==> config.mk <==
export PLATFORM = sky130hd
export DESIGN_NAME = fx_match_pipe_flat
export DESIGN_NICKNAME = d
export VERILOG_FILES = /design/src/rtl/fx_match_pkg.sv /design/src/rtl/fx_match_pipe_if.sv /design/src/rtl/fx_delay_line.sv /design/src/rtl/fx_match_pipe.sv /design/src/flat_wrapper.sv
export SDC_FILE = /design/constraint.sdc
export NUM_CORES = 1
export LEC_CHECK = 0
export ABC_AREA = 1
export CORE_ASPECT_RATIO = 0.6
export CORE_UTILIZATION = 52
export CTS_BUF_LIST = sky130_fd_sc_hd__clkbuf_8
export DETAILED_ROUTE_END_ITERATION = 6
export PLACE_DENSITY = 0.82
export SLEW_MARGIN = 20
export SYNTH_ARGS = -nofsm -noshare
export SYNTH_HDL_FRONTEND = slang
export SYNTH_SLANG_ARGS = --single-unit
==> constraint.sdc <==
create_clock -name i_clk -period 1.53 [get_ports i_clk]
set_input_delay 0.306 -clock i_clk [delete_from_list [all_inputs] [get_ports i_clk]]
set_output_delay 0.306 -clock i_clk [all_outputs]
set_load 0.05 [all_outputs]
==> src/rtl/fx_match_pkg.sv <==
// Shared types and constant helpers for the fixed-point format matcher.
package fx_match_pkg;

   typedef enum logic [1:0] {
      TRUNC       = 2'd0,
      RND_HALF_UP = 2'd1,
      RND_CONV    = 2'd2
   } quan_mode_e;

   typedef enum logic {
      WRAP = 1'b0,
      SAT  = 1'b1
   } ovf_mode_e;

   // Quantised intermediate width: two guard bits so rounding can never wrap.
   function automatic int mid_width(int iw, int ifb, int ofb);
      return iw - (ifb - ofb) + 2;
   endfunction

   // Largest positive code of a w-bit two's-complement word.
   function automatic logic [31:0] max_code(int w);
      return (32'd1 << (w - 1)) - 32'd1;
   endfunction

   // Most negative code of a w-bit two's-complement word (low w bits).
   function automatic logic [31:0] min_code(int w);
      return 32'd1 << (w - 1);
   endfunction

endpackage

==> src/rtl/fx_match_pipe_if.sv <==
// Streaming sample interface of the format matcher.
interface fx_match_pipe_if #(
   parameter int IW   = 14,
   parameter int OW   = 12,
   parameter int CNTW = 8
);
   logic            i_valid;
   logic [IW-1:0]   i_data;
   logic            i_clr_ovf;
   logic            o_valid;
   logic [OW-1:0]   o_data;
   logic            o_ovf;
   logic            o_ovf_sticky;
   logic [CNTW-1:0] o_ovf_cnt;

   modport master (
      output i_valid, i_data, i_clr_ovf,
      input  o_valid, o_data, o_ovf, o_ovf_sticky, o_ovf_cnt
   );

   modport slave (
      input  i_valid, i_data, i_clr_ovf,
      output o_valid, o_data, o_ovf, o_ovf_sticky, o_ovf_cnt
   );
endinterface

==> src/rtl/fx_delay_line.sv <==
// Valid-qualified shift register; DEPTH=0 is a pass-through.
module fx_delay_line #(
   parameter int DEPTH = 0,
   parameter int WIDTH = 8
) (
   input  logic             clk,
   input  logic             rst_n,
   input  logic             in_valid,
   input  logic [WIDTH-1:0] in_data,
   input  logic             in_flag,
   output logic             out_valid,
   output logic [WIDTH-1:0] out_data,
   output logic             out_flag
);

   if (DEPTH == 0) begin : g_wire
      assign out_valid = in_valid;
      assign out_data  = in_data;
      assign out_flag  = in_flag;
   end else begin : g_regs
      logic [DEPTH-1:0] valid_q;
      logic [DEPTH-1:0] flag_q;
      logic [WIDTH-1:0] data_q [DEPTH];

      // Shift valid every cycle; data moves only with its valid, flag is cleared in gaps
      always_ff @(posedge clk) begin
         if (!rst_n) begin
            valid_q <= '0;
            flag_q  <= '0;
            for (int i = 0; i < DEPTH; i++) data_q[i] <= '0;
         end else begin
            valid_q[0] <= in_valid;
            flag_q[0]  <= in_valid & in_flag;
            if (in_valid) data_q[0] <= in_data;
            for (int i = 1; i < DEPTH; i++) begin
               valid_q[i] <= valid_q[i-1];
               flag_q[i]  <= valid_q[i-1] & flag_q[i-1];
               if (valid_q[i-1]) data_q[i] <= data_q[i-1];
            end
         end
      end

      assign out_valid = valid_q[DEPTH-1];
      assign out_data  = data_q[DEPTH-1];
      assign out_flag  = flag_q[DEPTH-1];
   end

endmodule

==> src/rtl/fx_match_pipe.sv <==
// Pipelined fixed-point format converter: quantise, overflow-handle, delay, count overflows.
module fx_match_pipe
   import fx_match_pkg::*;
#(
   parameter int IW          = 14,
   parameter int IF          = 6,
   parameter int OW          = 12,
   parameter int OF          = 4,
   parameter int QUAN_MODE   = 1,
   parameter int OVF_MODE    = 1,
   parameter int EXTRA_DELAY = 0,
   parameter int CNTW        = 8
) (
   input  logic           i_clk,
   input  logic           i_rst_n,
   fx_match_pipe_if.slave bus
);

   localparam int S  = IF - OF;
   localparam int MW = mid_width(IW, IF, OF);
   localparam quan_mode_e QM = quan_mode_e'(2'(QUAN_MODE));
   localparam bit SAT_EN = (OVF_MODE == 1);
   localparam logic [OW-1:0] MAX_C = OW'(max_code(OW));
   localparam logic [OW-1:0] MIN_C = OW'(min_code(OW));

   if (IW < 2 || IW > 32) begin : g_bad_iw
      $error("fx_match_pipe: IW out of range");
   end
   if (OW < 2 || OW > 32) begin : g_bad_ow
      $error("fx_match_pipe: OW out of range");
   end
   if (IF < 0 || IF > IW - 1 || OF < 0 || OF > OW - 1) begin : g_bad_frac
      $error("fx_match_pipe: IF/OF out of range");
   end
   if (QUAN_MODE < 0 || QUAN_MODE > 2 || OVF_MODE < 0 || OVF_MODE > 1) begin : g_bad_mode
      $error("fx_match_pipe: illegal QUAN_MODE/OVF_MODE");
   end
   if (EXTRA_DELAY < 0 || EXTRA_DELAY > 16 || CNTW < 1) begin : g_bad_misc
      $error("fx_match_pipe: EXTRA_DELAY/CNTW out of range");
   end

   logic signed [MW-1:0] mid;

   if (S > 0) begin : g_shr
      localparam int XW = IW + 2;
      localparam logic [XW-1:0] HALF = XW'(1) << (S - 1);
      logic signed [XW-1:0] x;
      logic signed [XW-1:0] xr;
      logic                 tie;

      // Drop S LSBs; after adding a half, all-zero dropped bits mark an exact tie
      always_comb begin
         x   = {{2{bus.i_data[IW-1]}}, bus.i_data};
         xr  = x + HALF;
         tie = ~|xr[S-1:0];
         case (QM)
            TRUNC:       mid = x[XW-1:S];
            RND_HALF_UP: mid = xr[XW-1:S];
            default:     mid = xr[XW-1:S] - MW'(tie & xr[S]);
         endcase
      end
   end else begin : g_shl
      localparam int LS = -S;
      logic signed [MW-1:0] ext;
      assign ext = MW'($signed(bus.i_data));
      assign mid = ext <<< LS;
   end

   logic                 s1_valid;
   logic signed [MW-1:0] s1_mid;

   // Stage 1: register the quantised intermediate
   always_ff @(posedge i_clk) begin
      if (!i_rst_n) begin
         s1_valid <= 1'b0;
         s1_mid   <= '0;
      end else begin
         s1_valid <= bus.i_valid;
         if (bus.i_valid) s1_mid <= mid;
      end
   end

   logic          ovf;
   logic [OW-1:0] wrapped;
   logic [OW-1:0] conv;

   if (MW > OW) begin : g_ovf
      logic [MW-OW:0] top;
      assign top     = s1_mid[MW-1:OW-1];
      assign ovf     = !((&top) || !(|top));
      assign wrapped = s1_mid[OW-1:0];
   end else begin : g_no_ovf
      assign ovf     = 1'b0;
      assign wrapped = OW'(s1_mid);
   end

   assign conv = (SAT_EN && ovf) ? (s1_mid[MW-1] ? MIN_C : MAX_C) : wrapped;

   logic            s2_valid;
   logic [OW-1:0]   s2_data;
   logic            s2_ovf;
   logic            sticky;
   logic [CNTW-1:0] cnt;
   logic            ovf_event;

   assign ovf_event = s1_valid & ovf;

   // Stage 2 register plus overflow statistics; an overflow outranks a same-cycle clear
   always_ff @(posedge i_clk) begin
      if (!i_rst_n) begin
         s2_valid <= 1'b0;
         s2_data  <= '0;
         s2_ovf   <= 1'b0;
         sticky   <= 1'b0;
         cnt      <= '0;
      end else begin
         s2_valid <= s1_valid;
         s2_ovf   <= ovf_event;
         if (s1_valid) s2_data <= conv;
         if (ovf_event) begin
            sticky <= 1'b1;
            if (bus.i_clr_ovf)  cnt <= CNTW'(1);
            else if (cnt != '1) cnt <= cnt + CNTW'(1);
         end else if (bus.i_clr_ovf) begin
            sticky <= 1'b0;
            cnt    <= '0;
         end
      end
   end

   fx_delay_line #(
      .DEPTH (EXTRA_DELAY),
      .WIDTH (OW)
   ) u_delay (
      .clk       (i_clk),
      .rst_n     (i_rst_n),
      .in_valid  (s2_valid),
      .in_data   (s2_data),
      .in_flag   (s2_ovf),
      .out_valid (bus.o_valid),
      .out_data  (bus.o_data),
      .out_flag  (bus.o_ovf)
   );

   assign bus.o_ovf_sticky = sticky;
   assign bus.o_ovf_cnt    = cnt;

endmodule

==> src/flat_wrapper.sv <==
// flat-port wrapper written by rule: the top's interface ports become plain ports
module fx_match_pipe_flat import fx_match_pkg::*;
#(
   parameter int IW          = 14,
   parameter int IF          = 6,
   parameter int OW          = 12,
   parameter int OF          = 4,
   parameter int QUAN_MODE   = 1,
   parameter int OVF_MODE    = 1,
   parameter int EXTRA_DELAY = 0,
   parameter int CNTW        = 8
)
  (i_clk, i_rst_n, bus_i_valid, bus_i_data, bus_i_clr_ovf, bus_o_valid, bus_o_data, bus_o_ovf, bus_o_ovf_sticky, bus_o_ovf_cnt);
  fx_match_pipe_if #(.IW(IW), .OW(OW), .CNTW(CNTW)) bus_i ();
  input  logic i_clk;
  input  logic i_rst_n;
  input wire logic [$bits(bus_i.i_valid)-1:0] bus_i_valid;
  input wire logic [$bits(bus_i.i_data)-1:0] bus_i_data;
  input wire logic [$bits(bus_i.i_clr_ovf)-1:0] bus_i_clr_ovf;
  output wire logic [$bits(bus_i.o_valid)-1:0] bus_o_valid;
  output wire logic [$bits(bus_i.o_data)-1:0] bus_o_data;
  output wire logic [$bits(bus_i.o_ovf)-1:0] bus_o_ovf;
  output wire logic [$bits(bus_i.o_ovf_sticky)-1:0] bus_o_ovf_sticky;
  output wire logic [$bits(bus_i.o_ovf_cnt)-1:0] bus_o_ovf_cnt;
  assign bus_i.i_valid = bus_i_valid;
  assign bus_i.i_data = bus_i_data;
  assign bus_i.i_clr_ovf = bus_i_clr_ovf;
  assign bus_o_valid = bus_i.o_valid;
  assign bus_o_data = bus_i.o_data;
  assign bus_o_ovf = bus_i.o_ovf;
  assign bus_o_ovf_sticky = bus_i.o_ovf_sticky;
  assign bus_o_ovf_cnt = bus_i.o_ovf_cnt;
  fx_match_pipe #(.IW(IW), .IF(IF), .OW(OW), .OF(OF), .QUAN_MODE(QUAN_MODE), .OVF_MODE(OVF_MODE), .EXTRA_DELAY(EXTRA_DELAY), .CNTW(CNTW)) u_core (.i_clk(i_clk), .i_rst_n(i_rst_n), .bus(bus_i));
endmodule
## Word-level counts from Yosys, hierarchy flattened

Index checks and enable logic that the tools add are counted.

- Register bits after elaboration: 38
- Bits of input ports: 18
- Output and inout bits: 23
- Word-level logic and storage cells: 27

- Add/subtract/negate cells: 2
- Equal/unequal tests: 1
- Muxes and demuxes: 8
- Bitwise logic cells: 1
- Reductions and logical operators: 8

Operators with widths:

| operator | count |
|---|---|
| $mux W8 | 4 |
| $mux W12 | 2 |
| $add A14 B3 Y15 const B | 1 |
| $add A8 B1 Y8 const B | 1 |
| $ne A8 B8 Y1 const B | 1 |
| $reduce_bool A2 Y1 | 2 |
| $reduce_and A3 Y1 | 1 |
| $reduce_or A3 Y1 | 1 |
| $logic_not A1 Y1 | 2 |
| $mux W1 | 2 |
| $reduce_and A2 Y1 | 1 |
| $and A1 B1 Y1 | 1 |
| $logic_or A1 B1 Y1 | 1 |

## Longest topological paths before layout

Gate-level depths: netlist (run 1).

- Depth in word-level cells: 7
- Mapped depth: 9
- Gate-level depth less buffers: 9

## Hierarchy

Synthesis (run 1) repeated with hierarchy kept, for this count alone.

- Cells, all modules: 296
- Area total of the unflattened synthesis: 2026.9 um^2

Modules (own cells, without submodules):

| module | times used | cells an instance | area each (um^2) | sequential area each (um^2) |
|---|---|---|---|---|
| fx_match_pipe | 1 | 282 | 1921.8 | 740.7 |
| fx_delay_line | 1 | 14 | 105.1 | 0.0 |

## Worst setup path before layout (run 1)

Ideal clock, no wire load.

- Path kind: register to register
- Start: register u_core.cnt[0], in the netlist u_core.bus.o_ovf_cnt[0]
- End: register u_core.cnt[4], in the netlist u_core.bus.o_ovf_cnt[4]
- Library setup time: 66 ps
- Arrival time: 1549 ps
- Required time: 1464 ps
- Setup slack: -85 ps
- Cell stages (with the launch flop): 8
- Path buffers: 0
- Clock period less this slack: 1615 ps
- Cells stage by stage: dfxtp_1 ha_1 nand2_1 inv_1 nand3_4 nand2_4 nand2_1 a21oi_2

- Cells in the longest elaborated chain, start to end: 4
- Elaborated cells on any way between the ends: 7
- Classes of those cells: 1 x add/sub; 1 x eq/ne; 3 x mux; 2 x reduce/logical

Ends and longest elaborated chain:

| what | RTL line | text |
|---|---|---|
| start: declaration | fx_match_pipe.sv:103 | `logic [CNTW-1:0] cnt;` |
| start signal: assignment | fx_match_pipe.sv:123 | `else if (cnt != '1) cnt <= cnt + CNTW'(1);` |
| $add A8 B1 Y8 | fx_match_pipe.sv:123 |  |
| $mux W8 | fx_match_pipe.sv:123 |  |
| $mux W8 | fx_match_pipe.sv:122 | `if (bus.i_clr_ovf) cnt <= CNTW'(1);` |
| $mux W8 | fx_match_pipe.sv:120 | `if (ovf_event) begin` |

Parallel ways exist; a longest one is shown, timed or not. The select of a mux whose other input is x is not followed.
A chain may end at the register's enable or synchronous reset.

## Worst setup path in the final report (run 1)

- Start: register u_core.s1_mid[11]
- End: register u_core.s2_data[7]

- Cells in the longest elaborated chain, start to end: 4
- Elaborated cells on any way between the ends: 5
- Classes of those cells: 1 x mux; 4 x reduce/logical

Ends and longest elaborated chain:

| what | RTL line | text |
|---|---|---|
| start: declaration | fx_match_pipe.sv:70 | `logic signed [MW-1:0] s1_mid;` |
| start signal: assignment | fx_match_pipe.sv:79 | `if (bus.i_valid) s1_mid <= mid;` |
| $reduce_or A3 Y1 | fx_match_pipe.sv:90 | `assign ovf = !((&top) \|\| !(\|top));` |
| $logic_not A1 Y1 | fx_match_pipe.sv:90 |  |
| $logic_or A1 B1 Y1 (*) | fx_match_pipe.sv:90 |  |
| $mux W12 (*) | fx_match_pipe.sv:97 | `assign conv = (SAT_EN && ovf) ? (s1_mid[MW-1] ? MIN_C : MAX_C) : wrapped;` |
| end signal: assignment | fx_match_pipe.sv:119 | `if (s1_valid) s2_data <= conv;` |
| end: declaration | fx_match_pipe.sv:100 | `logic [OW-1:0] s2_data;` |

Mark *: on every way between the ends. The rest lies on a longest branch, timed or not.

==> results of run 1 <==
-- per-stage QoR --
| stage | setup TNS, ns | util [%] | instance area [um2] | setup WS [ns] | power (mW) |
|---|---|---|---|---|---|
| floorplan | 0 | - | 1931 | 0.05971 | 1.337 |
| global placement | -1.157 | 79.63 | 2710 | -0.1605 | 1.586 |
| detailed placement | -1.821 | 79.63 | 2710 | -0.2009 | 1.603 |
| CTS | 0 | 82.17 | 2796 | 0.007603 | 2.268 |
| global route | -0.06434 | 83.24 | 2833 | -0.02908 | 2.368 |
| finish | 0 | 83.24 | 2833 | 0.06403 | 2.273 |
-- sequential cells by signal, summed over array words and instances (netlist names) --
register,flops
u_core.s2_ovf,1
u_core.bus.o_ovf_cnt,8
u_core.s1_mid,13
u_core.s2_valid,1
u_core.bus.o_ovf_sticky,1
u_core.s1_valid,1
u_core.s2_data,12
-- layer usage --
metal | up-vias | global-route usage, %
li1 | 1004 | -
met1 | 904 | 37.46
met2 | 59 | 40.40
met3 | 7 | 6.542
met4 | 0 | 5.357
met5 | - | 0
-- where the power goes --
group	total (mW)	internal [mW]	switching (mW)
combinational	0.536	0.247	0.289
sequential	1.07	1.02	0.0502
clock	0.670	0.350	0.319
total	2.27	1.61	0.658
-- repair_timing --
action                                  CTS  global route
resized for setup                         0             6
setup buffers                             0             0
hold buffers                              0             0
endpoints found under the setup margin    0            18
-- cells by family (layout without fill, tap and decap cells) --
family / count (synthesis) / in the layout / synth area share (%)
AOI/OAI and AO/OA: 34 / 34 / 10.97
xor gates and xnor gates: 5 / 5 / 2.271
adders and majority gates: 4 / 4 / 2.596
buffers and inverters: 65 / 125 / 13.04
DFF: 37 / 37 / 38.42
and+or+nand+nor: 138 / 138 / 32.71
-- placed cells by master, fill, tap and decap left out, types with 2 or more instances in the layout --
cell type         n
o221ai_1         10
nor2_4            4
xor2_1            5
inv_2             2
nor2_1           39
nand2_4           2
a21oi_1          13
dfxtp_2           2
clkdlybuf4s50_1  15
nand4_1           7
inv_1            55
dfxtp_1          35
ha_1              2
buf_4            24
o21ai_0           9
clkbuf_8          6
buf_12           21
nor2_2            2
nand3_1          14
nand2_2           3
nand2_1          62
-- final timing paths --
kind / slack, ns / end / startpoint
setup / recovery: 0.06 / u_core.s2_data[7] / u_core.s1_mid[11]
hold / removal: 0.47 / u_core.s1_mid[0] / bus_i_data[2]
setup reg to reg: 0.06 / u_core.s2_data[7] / u_core.s1_mid[11]
hold reg to reg: 0.50 / u_core.bus.o_ovf_sticky / u_core.bus.o_ovf_sticky
-- layout make-up --
cell class / count / share of cell area, %
Clock inverter: 1 / 0.1325
Clock buffer: 6 / 2.915
Inverter: 57 / 7.553
Multi-Input combinational cell: 181 / 34.23
Timing Repair Buffer: 61 / 26.94
Tap cell: 45 / 1.988
Sequential cell: 37 / 26.24
-- worst max-delay path, stage by stage, from the launching register on --
cell	delay, ns
dfxtp_1	0.34
inv_1	0.08
ha_4	0.26
o21ai_0	0.29
buf_4	0.23
o221ai_1	0.14
inv_1	0.08
==> qor.txt, run 1 <==
final wirelength - 4.878 mm
Net count, final - 365
GRT Overall Usage - 26.34%
Worst slew margin - 72.83%
Max-Cap Viols - 0
Post-synth top flop - dfxtp_1
die area - 3963 um2
CP Class - reg2reg
Post-DP HPWL - 3.667 mm
status - completed
n_diodes - 0
multi-input logic area - 969.7 um2
worst slew pin tran - 0.4070 ns
Tmin final - 1.466 ns
Worst R2R Path Depth - 6
core area - 3403 um2
setup violators final - 0
Hold Crit Depth - 4
skew final - 0.004329 ns
maximum buffer depth of the clock tree - 2
placed cell count - 381
Port Buf Inserts - 39
Tightest Hold Check Type - in2reg
CTS HTree Levels - 2
Worst EP arrival - 1.70 ns
syn nets - 305
Reg clk slew, reported paths - 0.07 ns
CTS Buf Count - 5
I/O pin cnt - 41
top layer in use - met4
Initial Util - 56.65%
Die Ht - 49.17 um
clk sinks - 37
WL met2 - 2.257 mm
CP Max Fanout - 7
sequential share of the synthesized area - 38.42%
Layout Cells excl Fill - 388
share of async-settable or async-resettable flops after synthesis - 0%
FMAX - 0.6821 GHz
hold slack - 0.4711 ns
Yosys top cell area share - 38.42%
Tcrit/Tclk final - 95.81%
EDFF count, synth - 0
first-pass GRT wire length - 7.921 mm
#FFs+latches synth - 37
P_leak - 1.443 nW
filler instances - 214
Slew Viols, Final - 0
Initial DRT Pass Iterations - 4
DR vias - 1,974
Die Span X - 80.61 um
largest area contributor in the netlist - dfxtp_1
top-count cell post-synth - nand2_1
Syn Inst Count - 283
register area - 743.2 um2
largest net degree at the start of global routing - 20
vias in the first global route - 1,757
distinct cell type count after synthesis - 25
PD cells - 802.5 nW/um2
wl on met1 - 2.255 mm
total gr overflow - 0
Final ANT Viol Nets - 0
initial antenna violation count - 0
Syn Area/Cell - 6.813 um2
drt wl/cell - 12.57 um
final hold violation count - 0
synth warn - 0
TritonCTS clock tree - built
detailed-route DRC error count - 0
Worst EP required - 1.76 ns
CP startpoint kind - register
initial drt markers - 128
ranking of synthesized cells by area - dfxtp_1 (38%), nand2_1 (12%), inv_1 (11%)
Vias/cell - 5.088
met3 routed wirelength - 332 um
worst skew pair latency - 0.28 ns
Post-Synthesis Cell Area - 1928 um2
CTS root buffer - clkbuf_8
share of cells above drive strength 1 - 20.99%
Commonest cells post-synth - nand2_1 (62), inv_1 (54), nor2_1 (39)
FP Rows - 16
Crit. End Element - register
area grow syn2layout - 46.92%
Max IR drop VDD - 0.8471 mV
Routability Congestion - 0.8806
Power figures use the tool's default switching activity.
==> run 2, diff against run 1 <==
--- a/config.mk
+++ b/config.mk
@@ -7,11 +7,13 @@
 export LEC_CHECK = 0
 export ABC_AREA = 1
 export CORE_ASPECT_RATIO = 0.6
-export CORE_UTILIZATION = 52
+export CORE_UTILIZATION = 53
 export CTS_BUF_LIST = sky130_fd_sc_hd__clkbuf_8
 export DETAILED_ROUTE_END_ITERATION = 6
-export PLACE_DENSITY = 0.82
+export PLACE_DENSITY = 0.83
+export SETUP_SLACK_MARGIN = 0.1
 export SLEW_MARGIN = 20
 export SYNTH_ARGS = -nofsm -noshare
 export SYNTH_HDL_FRONTEND = slang
+export SYNTH_HIERARCHICAL = 1
 export SYNTH_SLANG_ARGS = --single-unit
==> run 2 against run 1 <==
- final cell count increased by 1.5%
- register-to-register slack improved by 0.11 ns
- clock skew increased by 0.0023 ns
- synthesized area increased by 5.1%
- total power increased by 0.81%
- sequential cell count unchanged
- final area increased by 2.5%
- die area increased by 3.0%
- sequential power about the same
- largest cell class unchanged
- largest power group unchanged
- highest routed layer unchanged
==> qor.txt, run 2 <==
most common cell after layout, fill and taps aside - nand2_1
die area - 4084 um2
Hold Crit Depth - 2
DR vias - 2,084
worst skew pair latency - 0.29 ns
hold path startpoint - u_core/bus.o_ovf_sticky
CP startpoint kind - input pin
clk sinks - 37
setup TNS after final layout - 0 ns
placed cell area - 2743 um2
Worst EP arrival - 1.60 ns
hold_buf cts - 0
area grow syn2layout - 43.27%
PD cells - 789.1 nW/um2
Max IR drop VDD - 0.5481 mV
skew final - 0.006667 ns
Clock power frac - 29.2%
largest area contributor in the netlist - dfxtp_1
largest net degree at the start of global routing - 15
Biggest register - u_core/s1_mid
TritonCTS clock tree - built
EDFF count, synth - 0
CTS HTree Levels - 2
P_leak - 1.481 nW
Worst EP required - 1.77 ns
delay of the slowest cell on the worst path - 0.54 ns
Die Span X - 81.84 um
register area - 754.5 um2
Initial Util - 58.87%
n_diodes - 0
max FFs per register - 13
Syn Area/Cell - 6.848 um2
GRT Overall Usage - 29.27%
#FFs+latches synth - 37
worst slew pin tran - 0.3955 ns
detailed-route DRC error count - 0
CTS Buf Count - 5
FMAX - 0.7317 GHz
Slew Viols, Final - 0
Post-DP HPWL - 3.924 mm
RSZ-0062 raised after global routing - false
Tmin final - 1.367 ns
initial antenna violation count - 0
Worst slew margin - 73.53%
filler instances - 210
Net count, final - 370
syn nets - 318
ranking of synthesized cells by area - dfxtp_1 (37%), nand2_1 (11%), inv_1 (10%)
RR Startpoint - u_core/s1_mid[11]
status - completed
Max-Cap Viols - 0
CP top delay family - simple AND/OR/NAND/NOR gates
drt wl/cell - 13.50 um
Comb pwr share - 24.3%
multi-input logic area - 984.7 um2
Die Ht - 49.90 um
final wirelength - 5.320 mm
Initial DRT Pass Iterations - 4
final hold violation count - 0
vias in the first global route - 1,878
final worst slack - 0.1633 ns
CP most frequent cell - nand2_1
Tcrit/Tclk final - 89.33%
Worst Setup SP - bus_i_data[6]
Worst path depth - 8
first-pass GRT wire length - 8.804 mm
Commonest cells post-synth - nand2_1 (60), inv_1 (56), dfxtp_1 (37), nor2_1 (37), nand3_1 (17)
synth warn - 6
hold slack - 0.5119 ns
Port Buf Inserts - 39
Syn Inst Count - 296
Reg clk slew, reported paths - 0.07 ns
Routability Congestion - 0.9169
post-route cell area - 2904 um2
FP Rows - 16
top-count cell post-synth - nand2_1
setup violators final - 0
sequential share of the synthesized area - 36.54%
critical path buffer and inverter count - 2
core area - 3443 um2
Crit. End Element - register
Post-synth top flop - dfxtp_1
Vias/cell - 5.289
Worst R2R Path Depth - 8
switching share of power - 30.87%
total gr overflow - 0
share of cells above drive strength 1 - 24.93%
share of async-settable or async-resettable flops after synthesis - 0%
distinct cell type count after synthesis - 27
CP Max Fanout - 3
CP Class - in2reg
register share of total power - 46.5%
commonest cells after routing, fill and taps aside - nand2_1 (59), inv_1 (53), nor2_1 (36)
I/O pin cnt - 41
Yosys top cell area share - 36.54%
Final ANT Viol Nets - 0
CTS root buffer - clkbuf_8
Net Sw Power - 0.7074 mW
Total Power - 2.292 mW
Post-Synthesis Cell Area - 2027 um2
Slowest cell on crit path - clkdlybuf4s50_1
crit path cell chain - clkdlybuf4s50_1 > nand2_1 > nor2_2 > nand2_1 > or2_0 > nand3_1 > nand2_1 > inv_1
dpl ws - -0.2416 ns
internal power - 1.584 mW
maximum buffer depth of the clock tree - 2
Tightest Hold Check Type - reg2reg
initial drt markers - 161
## run 2: per-stage QoR
step / cells / utilization (%)
final: 394 / 84.34
after global routing: 394 / 84.34
after global placement: 384 / 79.65
after CTS: 393 / 83.21
after detailed placement: 384 / 79.65
after floorplan: 296 / -
## run 2: cell type report
cell class / instances / share of cell area, %
Timing Repair Buffer: 67 / 27.83
Clock inverter: 3 / 0.6032
Clock buffer: 5 / 2.370
Tap cell: 45 / 1.939
Inverter: 57 / 7.367
Multi-Input combinational cell: 180 / 33.91
Sequential cell: 37 / 25.98
## run 2: cell families after synthesis
group | share of synthesized area, %
compound gates | 11.54
xor+xnor | 1.729
fa+ha+maj | 2.469
buf+inv | 17.35
flops | 36.54
simple gates | 30.37
## run 2: worst paths after layout
check / endpoint / slack, ns
max: u_core/s1_mid[6] / 0.16
min: u_core/bus.o_ovf_sticky / 0.51
max reg2reg: u_core/bus.o_ovf_cnt[0] / 0.17
min reg2reg: u_core/bus.o_ovf_sticky / 0.51
## run 2: power groups by stage
| stage | Combinational (mW) | Sequential [mW] | Clock (mW) |
|---|---|---|---|
| after floorplan | 0.304 | 1.07 | 0 |
| after global placement | 0.515 | 1.08 | 0 |
| after detailed placement | 0.530 | 1.09 | 0 |
| after CTS | 0.542 | 1.07 | 0.675 |
| after global routing | 0.602 | 1.07 | 0.723 |
| final | 0.558 | 1.06 | 0.669 |
## run 2: worst register-to-register path: cells and delay by family (launching register included)
kind / cells / cell delay (ns)
compound gates: 2 / 0.24
simple gates: 2 / 0.16
flops: 1 / 0.35
buf+inv: 3 / 0.30
fa+ha+maj: 1 / 0.25
## run 2: layer usage
layer / vias up / routed length (um) / track usage [%]
met5: - / 0 / 0
met4: 0 / 98 / 9.649
met3: 11 / 450 / 7.037
met2: 105 / 2419 / 44.08
met1: 952 / 2352 / 40.54
li1: 1016 / - / -
## run 2: repair_timing
item	in CTS	in global routing
gates resized for setup	9	11
gates cloned	0	0
pin swaps	3	0
hold endpoints to repair	0	0
buffers inserted	1	1
setup endpoints to repair	9	13
==> run 3, diff against run 2 <==
--- a/config.mk
+++ b/config.mk
@@ -9,6 +9,7 @@
 export CORE_ASPECT_RATIO = 0.6
 export CORE_UTILIZATION = 53
 export CTS_BUF_LIST = sky130_fd_sc_hd__clkbuf_8
+export CTS_CLUSTER_DIAMETER = 60
 export DETAILED_ROUTE_END_ITERATION = 6
 export PLACE_DENSITY = 0.83
 export SETUP_SLACK_MARGIN = 0.1
==> results of run 3 <==
No change in the layout: final DEF, timing and power equal those of run 2.
